File: src/rtl/field_op_dispatcher_if.sv
// Load-side and decoder-side signal bundle for field_op_dispatcher.
// slave = the dispatcher; master = the message loader together with the decoder pool.
interface field_op_dispatcher_if #(
    parameter int field_op_size    = 32,
    parameter int max_message_size = 10,
    parameter int num_decoders     = 4
);
    logic                                     load_valid;
    logic                                     load_ready;
    logic [field_op_size-1:0]                 load_ops [max_message_size];
    logic [$clog2(max_message_size+1)-1:0]    load_count;
    logic                                     abort;
    logic [num_decoders-1:0]                  dec_done;
    logic [num_decoders-1:0]                  dec_issue;
    logic [field_op_size-1:0]                 dec_op [num_decoders];
    logic [num_decoders-1:0]                  dec_busy;
    logic                                     message_done;
    logic                                     err_spurious;

    modport master (
        output load_valid, load_ops, load_count, abort, dec_done,
        input  load_ready, dec_issue, dec_op, dec_busy, message_done, err_spurious
    );

    modport slave (
        input  load_valid, load_ops, load_count, abort, dec_done,
        output load_ready, dec_issue, dec_op, dec_busy, message_done, err_spurious
    );
endinterface

File: src/rtl/field_op_dispatcher.sv
// Hands a message's field ops, strictly in index order, to free decoder slots round-robin.
// Latency: first dec_issue one cycle after the load edge, then at most one op per cycle.
// Backpressure: load_ready only while idle; issue stalls while every slot is busy.
module field_op_dispatcher #(
    parameter int field_op_size    = 32,
    parameter int max_message_size = 10,
    parameter int num_decoders     = 4
) (
    input  logic                 clk,
    input  logic                 rstn,
    field_op_dispatcher_if.slave bus
);
    localparam int cnt_w = $clog2(max_message_size + 1);
    localparam int ptr_w = (num_decoders > 1) ? $clog2(num_decoders) : 1;

    typedef enum logic [1:0] {IDLE, ISSUE, DRAIN, DONE} state_t;

    state_t                   state_q, state_d;
    logic [cnt_w-1:0]         count_q, count_d;
    logic [cnt_w-1:0]         issued_q, issued_d;
    logic [cnt_w-1:0]         completed_q, completed_d;
    logic [ptr_w-1:0]         rr_ptr_q, rr_ptr_d;
    logic [num_decoders-1:0]  busy_q, busy_d;
    logic [num_decoders-1:0]  issue_q, issue_d;
    logic                     msg_done_q, msg_done_d;
    logic                     err_q, err_d;
    logic [field_op_size-1:0] ops_q [max_message_size];
    logic [field_op_size-1:0] op_q [num_decoders];

    logic                     load_fire;
    logic                     issue_fire;
    logic                     slot_found;
    logic [ptr_w-1:0]         slot_sel;
    logic [cnt_w-1:0]         load_count_clamped;
    logic [num_decoders-1:0]  done_valid;
    int                       done_total;

    assign load_fire          = bus.load_valid && (state_q == IDLE);
    assign done_valid         = bus.dec_done & busy_q;
    assign load_count_clamped = (int'(bus.load_count) > max_message_size) ?
                                cnt_w'(max_message_size) : bus.load_count;

    // Eligibility looks only at registered busy: a slot finishing this cycle waits one edge.
    always_comb begin
        slot_found = 1'b0;
        slot_sel   = '0;
        for (int k = 0; k < num_decoders; k++) begin
            if (!slot_found && !busy_q[(int'(rr_ptr_q) + k) % num_decoders]) begin
                slot_found = 1'b1;
                slot_sel   = ptr_w'((int'(rr_ptr_q) + k) % num_decoders);
            end
        end
    end

    always_comb begin
        state_d     = state_q;
        count_d     = count_q;
        issued_d    = issued_q;
        completed_d = completed_q;
        rr_ptr_d    = rr_ptr_q;
        busy_d      = busy_q & ~done_valid;
        issue_d     = '0;
        issue_fire  = 1'b0;
        err_d       = err_q | (|(bus.dec_done & ~busy_q));
        done_total  = int'(completed_q) + $countones(done_valid);

        case (state_q)
            IDLE: begin
                if (load_fire) begin
                    count_d     = load_count_clamped;
                    issued_d    = '0;
                    completed_d = '0;
                    state_d     = (load_count_clamped == '0) ? DONE : ISSUE;
                end
            end
            ISSUE: begin
                completed_d = cnt_w'(done_total);
                if (slot_found) begin
                    issue_fire        = 1'b1;
                    issue_d[slot_sel] = 1'b1;
                    busy_d[slot_sel]  = 1'b1;
                    issued_d          = issued_q + 1'b1;
                    rr_ptr_d          = (int'(slot_sel) == num_decoders - 1) ? '0 : slot_sel + 1'b1;
                    if (issued_q + 1'b1 == count_q) begin
                        state_d = DRAIN;
                    end
                end
            end
            DRAIN: begin
                completed_d = cnt_w'(done_total);
                if (done_total >= int'(count_q)) begin
                    state_d = DONE;
                end
            end
            DONE: begin
                state_d = IDLE;
            end
            default: begin
                state_d = IDLE;
            end
        endcase

        // Abort wins over any issue or completion decided above; rr_ptr is kept.
        if (bus.abort && (state_q != IDLE)) begin
            state_d     = IDLE;
            count_d     = '0;
            issued_d    = '0;
            completed_d = '0;
            busy_d      = '0;
            issue_d     = '0;
            issue_fire  = 1'b0;
        end

        msg_done_d = (state_d == DONE);
    end

    always_ff @(posedge clk or negedge rstn) begin
        if (!rstn) begin
            state_q     <= IDLE;
            count_q     <= '0;
            issued_q    <= '0;
            completed_q <= '0;
            rr_ptr_q    <= '0;
            busy_q      <= '0;
            issue_q     <= '0;
            msg_done_q  <= 1'b0;
            err_q       <= 1'b0;
        end else begin
            state_q     <= state_d;
            count_q     <= count_d;
            issued_q    <= issued_d;
            completed_q <= completed_d;
            rr_ptr_q    <= rr_ptr_d;
            busy_q      <= busy_d;
            issue_q     <= issue_d;
            msg_done_q  <= msg_done_d;
            err_q       <= err_d;
        end
    end

    always_ff @(posedge clk or negedge rstn) begin
        if (!rstn) begin
            for (int k = 0; k < max_message_size; k++) begin
                ops_q[k] <= '0;
            end
            for (int k = 0; k < num_decoders; k++) begin
                op_q[k] <= '0;
            end
        end else begin
            if (load_fire) begin
                for (int k = 0; k < max_message_size; k++) begin
                    ops_q[k] <= bus.load_ops[k];
                end
            end
            if (issue_fire) begin
                op_q[slot_sel] <= ops_q[issued_q];
            end
        end
    end

    assign bus.load_ready   = (state_q == IDLE);
    assign bus.dec_issue    = issue_q;
    assign bus.dec_busy     = busy_q;
    assign bus.message_done = msg_done_q;
    assign bus.err_spurious = err_q;

    for (genvar g = 0; g < num_decoders; g++) begin : g_dec_op
        assign bus.dec_op[g] = op_q[g];
    end
endmodule

File: src/flat_wrapper.sv
// flat-port wrapper written by rule: the top's interface ports become plain ports
module field_op_dispatcher_flat 
#(
    parameter int field_op_size    = 32,
    parameter int max_message_size = 10,
    parameter int num_decoders     = 4
)
  (clk, rstn, bus_load_valid, bus_load_ops, bus_load_count, bus_abort, bus_dec_done, bus_load_ready, bus_dec_issue, bus_dec_op, bus_dec_busy, bus_message_done, bus_err_spurious);
  field_op_dispatcher_if #(.field_op_size(field_op_size), .max_message_size(max_message_size), .num_decoders(num_decoders)) bus_i ();
  input  logic clk;
  input  logic rstn;
  input wire logic [$bits(bus_i.load_valid)-1:0] bus_load_valid;
  input wire logic [$bits(bus_i.load_ops)-1:0] bus_load_ops;
  input wire logic [$bits(bus_i.load_count)-1:0] bus_load_count;
  input wire logic [$bits(bus_i.abort)-1:0] bus_abort;
  input wire logic [$bits(bus_i.dec_done)-1:0] bus_dec_done;
  output wire logic [$bits(bus_i.load_ready)-1:0] bus_load_ready;
  output wire logic [$bits(bus_i.dec_issue)-1:0] bus_dec_issue;
  output wire logic [$bits(bus_i.dec_op)-1:0] bus_dec_op;
  output wire logic [$bits(bus_i.dec_busy)-1:0] bus_dec_busy;
  output wire logic [$bits(bus_i.message_done)-1:0] bus_message_done;
  output wire logic [$bits(bus_i.err_spurious)-1:0] bus_err_spurious;
  assign bus_i.load_valid = bus_load_valid;
  assign bus_i.load_ops = {>>{bus_load_ops}};
  assign bus_i.load_count = bus_load_count;
  assign bus_i.abort = bus_abort;
  assign bus_i.dec_done = bus_dec_done;
  assign bus_load_ready = bus_i.load_ready;
  assign bus_dec_issue = bus_i.dec_issue;
  assign bus_dec_op = {>>{bus_i.dec_op}};
  assign bus_dec_busy = bus_i.dec_busy;
  assign bus_message_done = bus_i.message_done;
  assign bus_err_spurious = bus_i.err_spurious;
  field_op_dispatcher #(.field_op_size(field_op_size), .max_message_size(max_message_size), .num_decoders(num_decoders)) u_core (.clk(clk), .rstn(rstn), .bus(bus_i));
endmodule
File: config.mk
export PLATFORM = sky130hd
export DESIGN_NAME = field_op_dispatcher_flat
export DESIGN_NICKNAME = d
export VERILOG_FILES = /design/src/rtl/field_op_dispatcher_if.sv /design/src/rtl/field_op_dispatcher.sv /design/src/flat_wrapper.sv
export SDC_FILE = /design/constraint.sdc
export NUM_CORES = 1
export LEC_CHECK = 0
export CORE_ASPECT_RATIO = 1.75
export CORE_MARGIN = 8
export CORE_UTILIZATION = 30
export DETAILED_ROUTE_END_ITERATION = 12
export GPL_ROUTABILITY_DRIVEN = 0
export HOLD_SLACK_MARGIN = 0.05
export PLACE_DENSITY = 0.6
export SLEW_MARGIN = 10
export SYNTH_ARGS = -nofsm -noshare
export SYNTH_HDL_FRONTEND = slang
export SYNTH_SLANG_ARGS = --single-unit
File: constraint.sdc
create_clock -name clk -period 4.2 [get_ports clk]
set_clock_uncertainty 0.1 [all_clocks]
set_input_delay 0.84 -clock clk [delete_from_list [all_inputs] [get_ports clk]]
set_output_delay 0.84 -clock clk [all_outputs]
set_load 0.05 [all_outputs]
==> out/metrics.cfg, run 1 <==
[outcome]
outcome = finished clean

[worst_setup_path]
startpoint_type = input pin
worst_setup_path_end_kind = flip-flop
cpPeakStageDelay_ns = 0.51
path_class = in -> reg
slowest_stage = fa_1
path_depth = 13
crit_family = adder cells
crit_chain = clkdlybuf4s50_1, and2_1, ha_1, fa_1, ha_1, inv_1, fa_1, xnor2_1, ha_1, a2111oi_0, o21ai_0, a32oi_1, a2111oi_2
cp-startpoint = bus_dec_done[2]
crit_end = u_core.bus.message_done
arrival_ns = 3.93
cp_data_required_time_ns = 4.53
r2r-start = u_core.bus.dec_busy[2]
cp_max_fo = 3
cpMostUsedCell = ha_1
r2r_slack_ns = 0.78
critical_path_buf_inv_count = 2
reg2reg_to = u_core.bus.message_done
r2r_cells = 12

[pwr]
p_leak_nw = 13.6
p_sw_w = 0.00978
internal_power_w = 0.0135
power_frac_comb_pct = 46.5
power.density_mw_per_mm2 = 803
switching_share_pct = 41.9
p_seq_share_pct = 34.1
clockPowerShare_pct = 19.4
total_power_w = 0.0233
ir_drop_mv = 0.694

[logic_synthesis]
synthFlopType = dfrtp_1
ys_types = 48
synth_edf_count = 0
synth.avg_cell_area_um2 = 10.2
synth_top_area_share_pct = 54.7
synth_nets = 2485
yosys-top-cells-area = dfrtp_1 (55%), nand2_1 (17%), mux2_4 (7.8%), mux2i_1 (7.5%), a22oi_1 (2.2%)
yosysMostFrequentCell = nand2_1
synth_common_cells = nand2_1 (1009), dfrtp_1 (474), mux2i_1 (162)
synthesis.area_mm2 = 0.0217
synth_top_area_cell = dfrtp_1
yosysSeqAreaShare_pct = 54.7
async_reset_ff_share_pct = 100
synthCells = 2132
yosysWarnings = 0
ys_ff_latch = 474

[detailed_routing]
avgViaCountPerCell = 4.67
met2WireLength_mm = 40.1
dr.pass1.iters = 7
drt.antenna.violating_nets = 0
met3_length_mm = 3.61
wl_met1_mm = 30.4
wl_mm = 77.2
top_layer = met4
drcViolationCount = 0
avgRoutedWirePerCell_um = 21.8
drt_iter0_drc = 1224
vias = 16500

[die]
pin_count = 471
std_cell_rows = 130
design.die.area_mm2 = 0.0815
start_util_pct = 30.2
die_h_um = 372
coreArea_mm2 = 0.0717
chipWidth_um = 219

[clocking]
cts_made_buffers = 48
htreeDepth = 2
cts-root-buf = clkbuf_16
cts_setup_buffers = 0
clock_path_buffers = 3
clock_latency_ns = 0.58
cts.sinks = 474
ctsHoldBuffers = 0
clkTransAtPathRegs_ns = 0.06
cts_resized = 0
cts_tree = done

[place]
dp.cells = 3437
io_buffers = 470
placed_area_mm2 = 0.0273
dpl.hpwl_mm = 56.9

[global_route]
grt_usage_pct = 18.5
grt_pass1_wl_mm = 114
antenna_found_initial = 11
grt_max_degree = 247
grt_pass1_vias = 18000
grt.overflow.total = 0

[timing]
fmax_mhz = 278
finalCritPeriodShare_pct = 85.8
slew-limit-headroom_pct = 13.0
finalHoldViolCount = 0
worst_pin_slew_ns = 1.30
grt_setup_unrepaired = false
final-setup-viol-count = 0
slew_viol_final = 0
min_period_ns = 3.60
whs_ns = 0.271

[hold_path]
hold_class = in -> async

[cells_and_area]
final_nets = 2916
postLayoutCellArea_mm2 = 0.0290
synthToLayoutAreaGrowth_pct = 33.7
fillers = 6975
drive_gt1_share_pct = 11.4
fin_cells = 3536

[run]
drv_cap = 0

[how the worst min path moves through the flow]
stage | endpoint | cells past startpoint | startpoint | slack, ns
detailed placement | u_core.ops_q[235] | 2 | u_core.ops_q[235] | 0.36
global route | u_core.ops_q[282] | 1 | rstn | 0.32
finish | u_core.ops_q[282] | 1 | rstn | 0.27
CTS | u_core.ops_q[282] | 1 | rstn | 0.28
global placement | u_core.ops_q[201] | 2 | u_core.ops_q[201] | 0.36
floorplan | u_core.ops_q[100] | 2 | u_core.ops_q[100] | 0.34
[final cells by class]
| class | count | area [um2] | area share [%] |
|---|---|---|---|
| timing repair buffer | 512 | 5160 | 17.8 |
| inverter | 18 | 67.6 | 0.233 |
| clock inverter | 16 | 226 | 0.780 |
| multi-input combinational | 1509 | 9080 | 31.3 |
| tap | 924 | 1160 | 3.98 |
| antenna | 11 | 27.5 | 0.0949 |
| sequential | 474 | 11900 | 40.9 |
| clock buffer | 72 | 1430 | 4.94 |
[power by group through the flow]
stage	clock network, W	registers (W)	logic, W
after CTS	0.00466	0.00794	0.0111
after global placement	0	0.00790	0.0109
after global routing	0.00482	0.00818	0.0117
after floorplan	0	0.00961	0.00541
after detailed placement	0	0.00800	0.0111
final	0.00452	0.00794	0.0108
[placed cells by master, fill, tap and decap left out, drive strengths merged, types with 3 or more instances in the layout]
cell and instances:
bufinv 5, o21ai 16, inv 20, mux2i 162
diode 11, clkdlybuf4s50 469, fa 3, mux2 130
clkinv 8, o22ai 34, clkbuf 72, ha 18
and3 5, xnor2 5, a22oi 64, nand3 8
and2 7, a21oi 5, buf 43, a31o 4
nand2b 5, nor2 7, o31ai 3, dfrtp 474
nand2 1009
[cells by family after synthesis]
| logic type | Yosys count | synth area share, % |
|---|---|---|
| simple gates | 1052 | 18.7 |
| mux | 292 | 16.2 |
| flops | 474 | 54.7 |
| xor+xnor | 7 | 0.283 |
| compound gates | 137 | 5.22 |
| fa+ha+maj | 21 | 1.31 |
| buf+inv | 149 | 3.66 |
[flip-flops by register name, summed over array words and instances, names as in the netlist]
signal,cells
u_core.rr_ptr_q,2
u_core.bus.dec_issue,4
u_core.bus.dec_op,128
u_core.bus.err_spurious,1
u_core.bus.dec_busy,4
u_core.count_q,4
u_core.completed_q,4
u_core.bus.message_done,1
u_core.ops_q,320
u_core.state_q,2
u_core.issued_q,4
[stage by stage]
stage                     util, %  setup slack, ns  TNS, ns
after global placement       38.1          -0.0209  -0.0407
after detailed placement     38.1           0.0142        0
after global routing         40.5            0.501        0
after CTS                    40.4            0.650        0
final                        40.5            0.598        0
after floorplan                 -            0.756        0
[metal layers]
metal | GRT usage, % | vias up
li1 | - | 7799
met1 | 21.5 | 8112
met2 | 32.8 | 482
met3 | 2.87 | 117
met4 | 8.86 | 0
met5 | 0 | -
No activity file was read; power rests on OpenSTA's default activity.
==> run 2: changes to the inputs <==
--- a/config.mk
+++ b/config.mk
@@ -10,7 +10,6 @@
 export CORE_UTILIZATION = 30
 export DETAILED_ROUTE_END_ITERATION = 12
 export GPL_ROUTABILITY_DRIVEN = 0
-export HOLD_SLACK_MARGIN = 0.05
 export PLACE_DENSITY = 0.6
 export SLEW_MARGIN = 10
 export SYNTH_ARGS = -nofsm -noshare
==> constraint.sdc (replaced) <==
create_clock -name clk -period 4 [get_ports clk]
set_clock_uncertainty 0.1 [all_clocks]
set_input_delay 0.8 -clock clk [delete_from_list [all_inputs] [get_ports clk]]
set_output_delay 0.8 -clock clk [all_outputs]
set_load 0.05 [all_outputs]
==> out/metrics.cfg, run 2 (synthesis results as in run 1) <==
[outcome]
outcome = finished clean

[worst_setup_path]
cp_data_required_time_ns = 3.10
worst_setup_path_end_kind = output pin
startpoint_type = flip-flop
arrival_ns = 2.61
cp_max_fo = 12
path_class = reg -> out

[global_route]
grt_usage_pct = 18.8
grt_max_degree = 243
grt_pass1_vias = 17900
grt_pass1_wl_mm = 115
antenna_found_initial = 10
grt.overflow.total = 0

[timing]
grt_setup_unrepaired = false
finalHoldViolCount = 0
slew-limit-headroom_pct = 5.94
final-setup-viol-count = 0
worst_pin_slew_ns = 1.41
slew_viol_final = 0
finalCritPeriodShare_pct = 87.7
whs_ns = 0.169
fmax_mhz = 285
min_period_ns = 3.51

[detailed_routing]
vias = 16500
drt_iter0_drc = 1145
drcViolationCount = 0
avgRoutedWirePerCell_um = 22.0
avgViaCountPerCell = 4.68
wl_mm = 77.8
drt.antenna.violating_nets = 0
dr.pass1.iters = 5

[pwr]
internal_power_w = 0.0143
power.density_mw_per_mm2 = 848
p_leak_nw = 13.7
p_sw_w = 0.0103
ir_drop_mv = 0.718
total_power_w = 0.0246
p_seq_share_pct = 33.8
clockPowerShare_pct = 19.7
power_frac_comb_pct = 46.5
switching_share_pct = 41.9

[cells_and_area]
final_util_pct = 40.5
largest_reg_flops = 320
final_common_cell = nand2_1
drive_gt1_share_pct = 11.5
synthToLayoutAreaGrowth_pct = 34.0
final_nets = 2918
fillers = 6998
largest_register = u_core.ops_q
layout_common_cells = nand2_1 (1007), dfrtp_1 (472), clkdlybuf4s50_1 (469)

[die]
chipWidth_um = 219
coreArea_mm2 = 0.0717
start_util_pct = 30.2
std_cell_rows = 130
pin_count = 471
die_h_um = 372
design.die.area_mm2 = 0.0815

[place]
dpl.hpwl_mm = 57.6
io_buffers = 470

[clocking]
ctsHoldBuffers = 0
clock_latency_ns = 0.59
cts-root-buf = clkbuf_16
cts_tree = done
cts_resized = 0
htreeDepth = 2
cts_setup_buffers = 0
cts_made_buffers = 47
cts.sinks = 474
clkTransAtPathRegs_ns = 0.06
clock_path_buffers = 3

[hold_path]
hold_class = in -> async

[run]
drv_cap = 0

==> run 2: cell types whose count changed in the layout (fill, tap and decap cells not counted), sizes merged <==
cell      change
buf           +3
bufinv        +3
clkbuf        -6
clkinv        -1
clkinvlp      -1
diode         -1
==> run 2: path summary, 6_finish.rpt <==
kind | startpoint | to | slack (ns) | depth (start not counted)
min | rstn | u_core.ops_q[89] | 0.17 | 1
min reg2reg | u_core.ops_q[35] | u_core.ops_q[35] | 0.37 | 2
min in group clk | u_core.ops_q[35] | u_core.ops_q[35] | 0.37 | 2
max | u_core.state_q[0] | bus_load_ready | 0.49 | 3
max in group asynchronous | rstn | u_core.bus.dec_issue[1] | 2.60 | 2
max reg2reg | u_core.bus.dec_busy[2] | u_core.state_q[0] | 0.65 | 12
==> run 2: critical path, stage by stage (launching register included) <==
cell	delay, ns
dfrtp_1	0.47
inv_1	0.15
ha_1	0.49
clkdlybuf4s50_1	0.91
==> run 2: layout make-up <==
| class | count | area (um2) | share of cell area, % |
|---|---|---|---|
| Timing Repair Buffer | 515 | 5220 | 18.0 |
| Tap cell | 924 | 1160 | 3.98 |
| Multi-Input combinational cell | 1509 | 9080 | 31.2 |
| Antenna cell | 10 | 25.0 | 0.0861 |
| Clock inverter | 17 | 297 | 1.02 |
| Sequential cell | 474 | 11900 | 40.8 |
| Inverter | 18 | 67.6 | 0.232 |
| Clock buffer | 66 | 1360 | 4.67 |
==> run 2: per-stage QoR <==
step	cell area, um2	setup TNS (ns)	setup WS, ns	instances
3_3_place_gp	27400	-0.303	-0.152	3440
6_report	29100	0	0.492	3533
3_5_place_dp	27400	-0.147	-0.0760	3440
2_1_floorplan	21700	0	0.596	2132
4_1_cts	29000	0	0.465	3523
5_1_grt	29100	0	0.268	3531
==> run 2: power groups by stage <==
stage               combinational, W  clock [W]  sequential (W)
floorplan                    0.00568          0          0.0101
global placement              0.0115          0         0.00831
detailed placement            0.0117          0         0.00841
CTS                           0.0117    0.00499         0.00834
global route                  0.0124    0.00518         0.00860
finish                        0.0115    0.00485         0.00834
==> run 2: routing by layer <==
metal / up-vias / wire length (um) / GRT usage [%]
met2: 494 / 40500 / 33.7
met5: - / 0 / 0
met1: 8127 / 30300 / 21.5
met3: 117 / 3840 / 3.18
met4: 0 / 3110 / 8.07
li1: 7801 / - / -
==> run 3: changes to the inputs <==
--- a/config.mk
+++ b/config.mk
@@ -7,10 +7,10 @@
 export LEC_CHECK = 0
 export CORE_ASPECT_RATIO = 1.75
 export CORE_MARGIN = 8
-export CORE_UTILIZATION = 30
+export CORE_UTILIZATION = 25
 export DETAILED_ROUTE_END_ITERATION = 12
 export GPL_ROUTABILITY_DRIVEN = 0
-export PLACE_DENSITY = 0.6
+export PLACE_DENSITY = 0.53
 export SLEW_MARGIN = 10
 export SYNTH_ARGS = -nofsm -noshare
 export SYNTH_HDL_FRONTEND = slang
==> out/metrics.cfg, run 3 (synthesis results as in run 1) <==
[detailed_routing]
wl_mm = 80.8
avgRoutedWirePerCell_um = 21.4
drt_iter0_drc = 910
vias = 16300
drcViolationCount = 0
dr.pass1.iters = 5
drt.antenna.violating_nets = 0
avgViaCountPerCell = 4.31

[worst_setup_path]
cpMostUsedCell = ha_1
path_class = in -> reg
crit_chain = clkdlybuf4s50_1, and2_1, ha_1, fa_1, ha_1, inv_1, fa_1, xnor2_1, ha_1, a2111oi_0, o21ai_0, a32oi_1, a2111oi_2
cp_data_required_time_ns = 4.34
cp_max_fo = 2
worst_setup_path_end_kind = flip-flop
arrival_ns = 3.90
slowest_stage = fa_1
startpoint_type = input pin
cpPeakStageDelay_ns = 0.52

[clocking]
cts_tree = done
clock_path_buffers = 3
cts_resized = 0
cts_setup_buffers = 0
clkTransAtPathRegs_ns = 0.06
cts.sinks = 474
htreeDepth = 2
cts_made_buffers = 50
clock_latency_ns = 0.61
cts-root-buf = clkbuf_16
ctsHoldBuffers = 0

[cells_and_area]
fin_cells = 3780
fillers = 8841
largest_register = u_core.ops_q
final_nets = 2924
register_area_mm2 = 0.0119
largest_reg_flops = 320
layout_common_cells = nand2_1 (1007), dfrtp_1 (472), clkdlybuf4s50_1 (469)
final_util_pct = 34.2
drive_gt1_share_pct = 11.7
multi_input_area_mm2 = 0.00908
final_common_cell = nand2_1
synthToLayoutAreaGrowth_pct = 36.0

[global_route]
grt_max_degree = 139
antenna_found_initial = 14
grt_pass1_vias = 17300
grt_usage_pct = 16.3
grt.overflow.total = 0
grt_pass1_wl_mm = 118

[timing]
final-setup-viol-count = 0
finalHoldViolCount = 0
fmax_mhz = 281
slew-limit-headroom_pct = 44.9
worst_pin_slew_ns = 0.826
fin_ws_ns = 0.441
finalCritPeriodShare_pct = 89.0
grt_setup_unrepaired = false
min_period_ns = 3.56
slew_viol_final = 0

[die]
pin_count = 471
coreArea_mm2 = 0.0864
die_h_um = 406
start_util_pct = 25.1
design.die.area_mm2 = 0.0968
std_cell_rows = 143
chipWidth_um = 239

[pwr]
clockPowerShare_pct = 19.9
power.density_mw_per_mm2 = 838
switching_share_pct = 42.2
total_power_w = 0.0247
p_seq_share_pct = 33.4
internal_power_w = 0.0143
power_frac_comb_pct = 46.7
ir_drop_mv = 0.389
p_sw_w = 0.0104
p_leak_nw = 13.7

[place]
io_buffers = 470
dp.cells = 3679
dpl.hpwl_mm = 59.6
preCtsSetupSlack_ns = -0.182

[run]
drv_cap = 0

[hold_path]
hold_class = in -> async

[outcome]
outcome = finished clean

==> run 3: cell types whose count changed in the layout (fill, tap and decap cells not counted), sizes merged <==
cell      delta
clkinvlp     +2
inv          +1
buf          +3
clkbuf       +4
bufinv       -3
clkinv       +4
==> run 3: final timing paths <==
path	start	endpoint	slack (ns)	depth (start not counted)
max in group asynchronous	rstn	u_core.bus.dec_op[61]	2.74	3
worst max-delay path	bus_dec_done[2]	u_core.bus.message_done	0.44	13
worst max register to register	u_core.bus.dec_busy[2]	u_core.bus.message_done	0.59	12
worst min-delay path	rstn	u_core.ops_q[91]	0.11	1
min in group clk	u_core.ops_q[282]	u_core.ops_q[282]	0.37	2
worst min register to register	u_core.ops_q[282]	u_core.ops_q[282]	0.37	2
==> run 3: final cells by class <==
| cell class | instances | area share (%) |
|---|---|---|
| repair buffers | 518 | 18.1 |
| inverters | 18 | 0.229 |
| flip-flops and latches | 474 | 40.2 |
| multi-input cells | 1509 | 30.8 |
| well taps | 1160 | 4.92 |
| clock buffers | 70 | 4.80 |
| diodes | 10 | 0.0848 |
| clock inverters | 21 | 0.945 |
==> run 3: power groups by stage <==
stage / logic (W) / clock network [W] / registers, W
finish: 0.0116 / 0.00492 / 0.00826
global route: 0.0126 / 0.00527 / 0.00853
CTS: 0.0119 / 0.00511 / 0.00827
detailed placement: 0.0119 / 0 / 0.00834
global placement: 0.0118 / 0 / 0.00829
floorplan: 0.00568 / 0 / 0.0101
==> run 3: critical path: cells and delay by family <==
| family | cells | cell delay [ns] |
|---|---|---|
| and+or+nand+nor | 1 | 0.17 |
| adders and majority gates | 5 | 1.48 |
| xor gates and xnor gates | 1 | 0.15 |
| AOI/OAI and AO/OA | 4 | 0.81 |
| buffers and inverters | 2 | 0.48 |
==> run 3: through the flow <==
stage	area [um2]	TNS (ns)	hold slack [ns]
after floorplan	21700	0	0.345
final	29500	0	0.109
after detailed placement	27800	-0.344	0.361
after CTS	29500	0	0.0913
after global placement	27800	-0.204	0.356
after global routing	29500	0	0.134
==> run 3: metal layers <==
metal	part of all wire [%]	vias up	global-route usage [%]
met2	52	432	29.2
met3	5.8	114	3.43
met1	39	7907	18.7
met5	0.045	-	0
met4	3.7	6	6.83
li1	-	7826	-
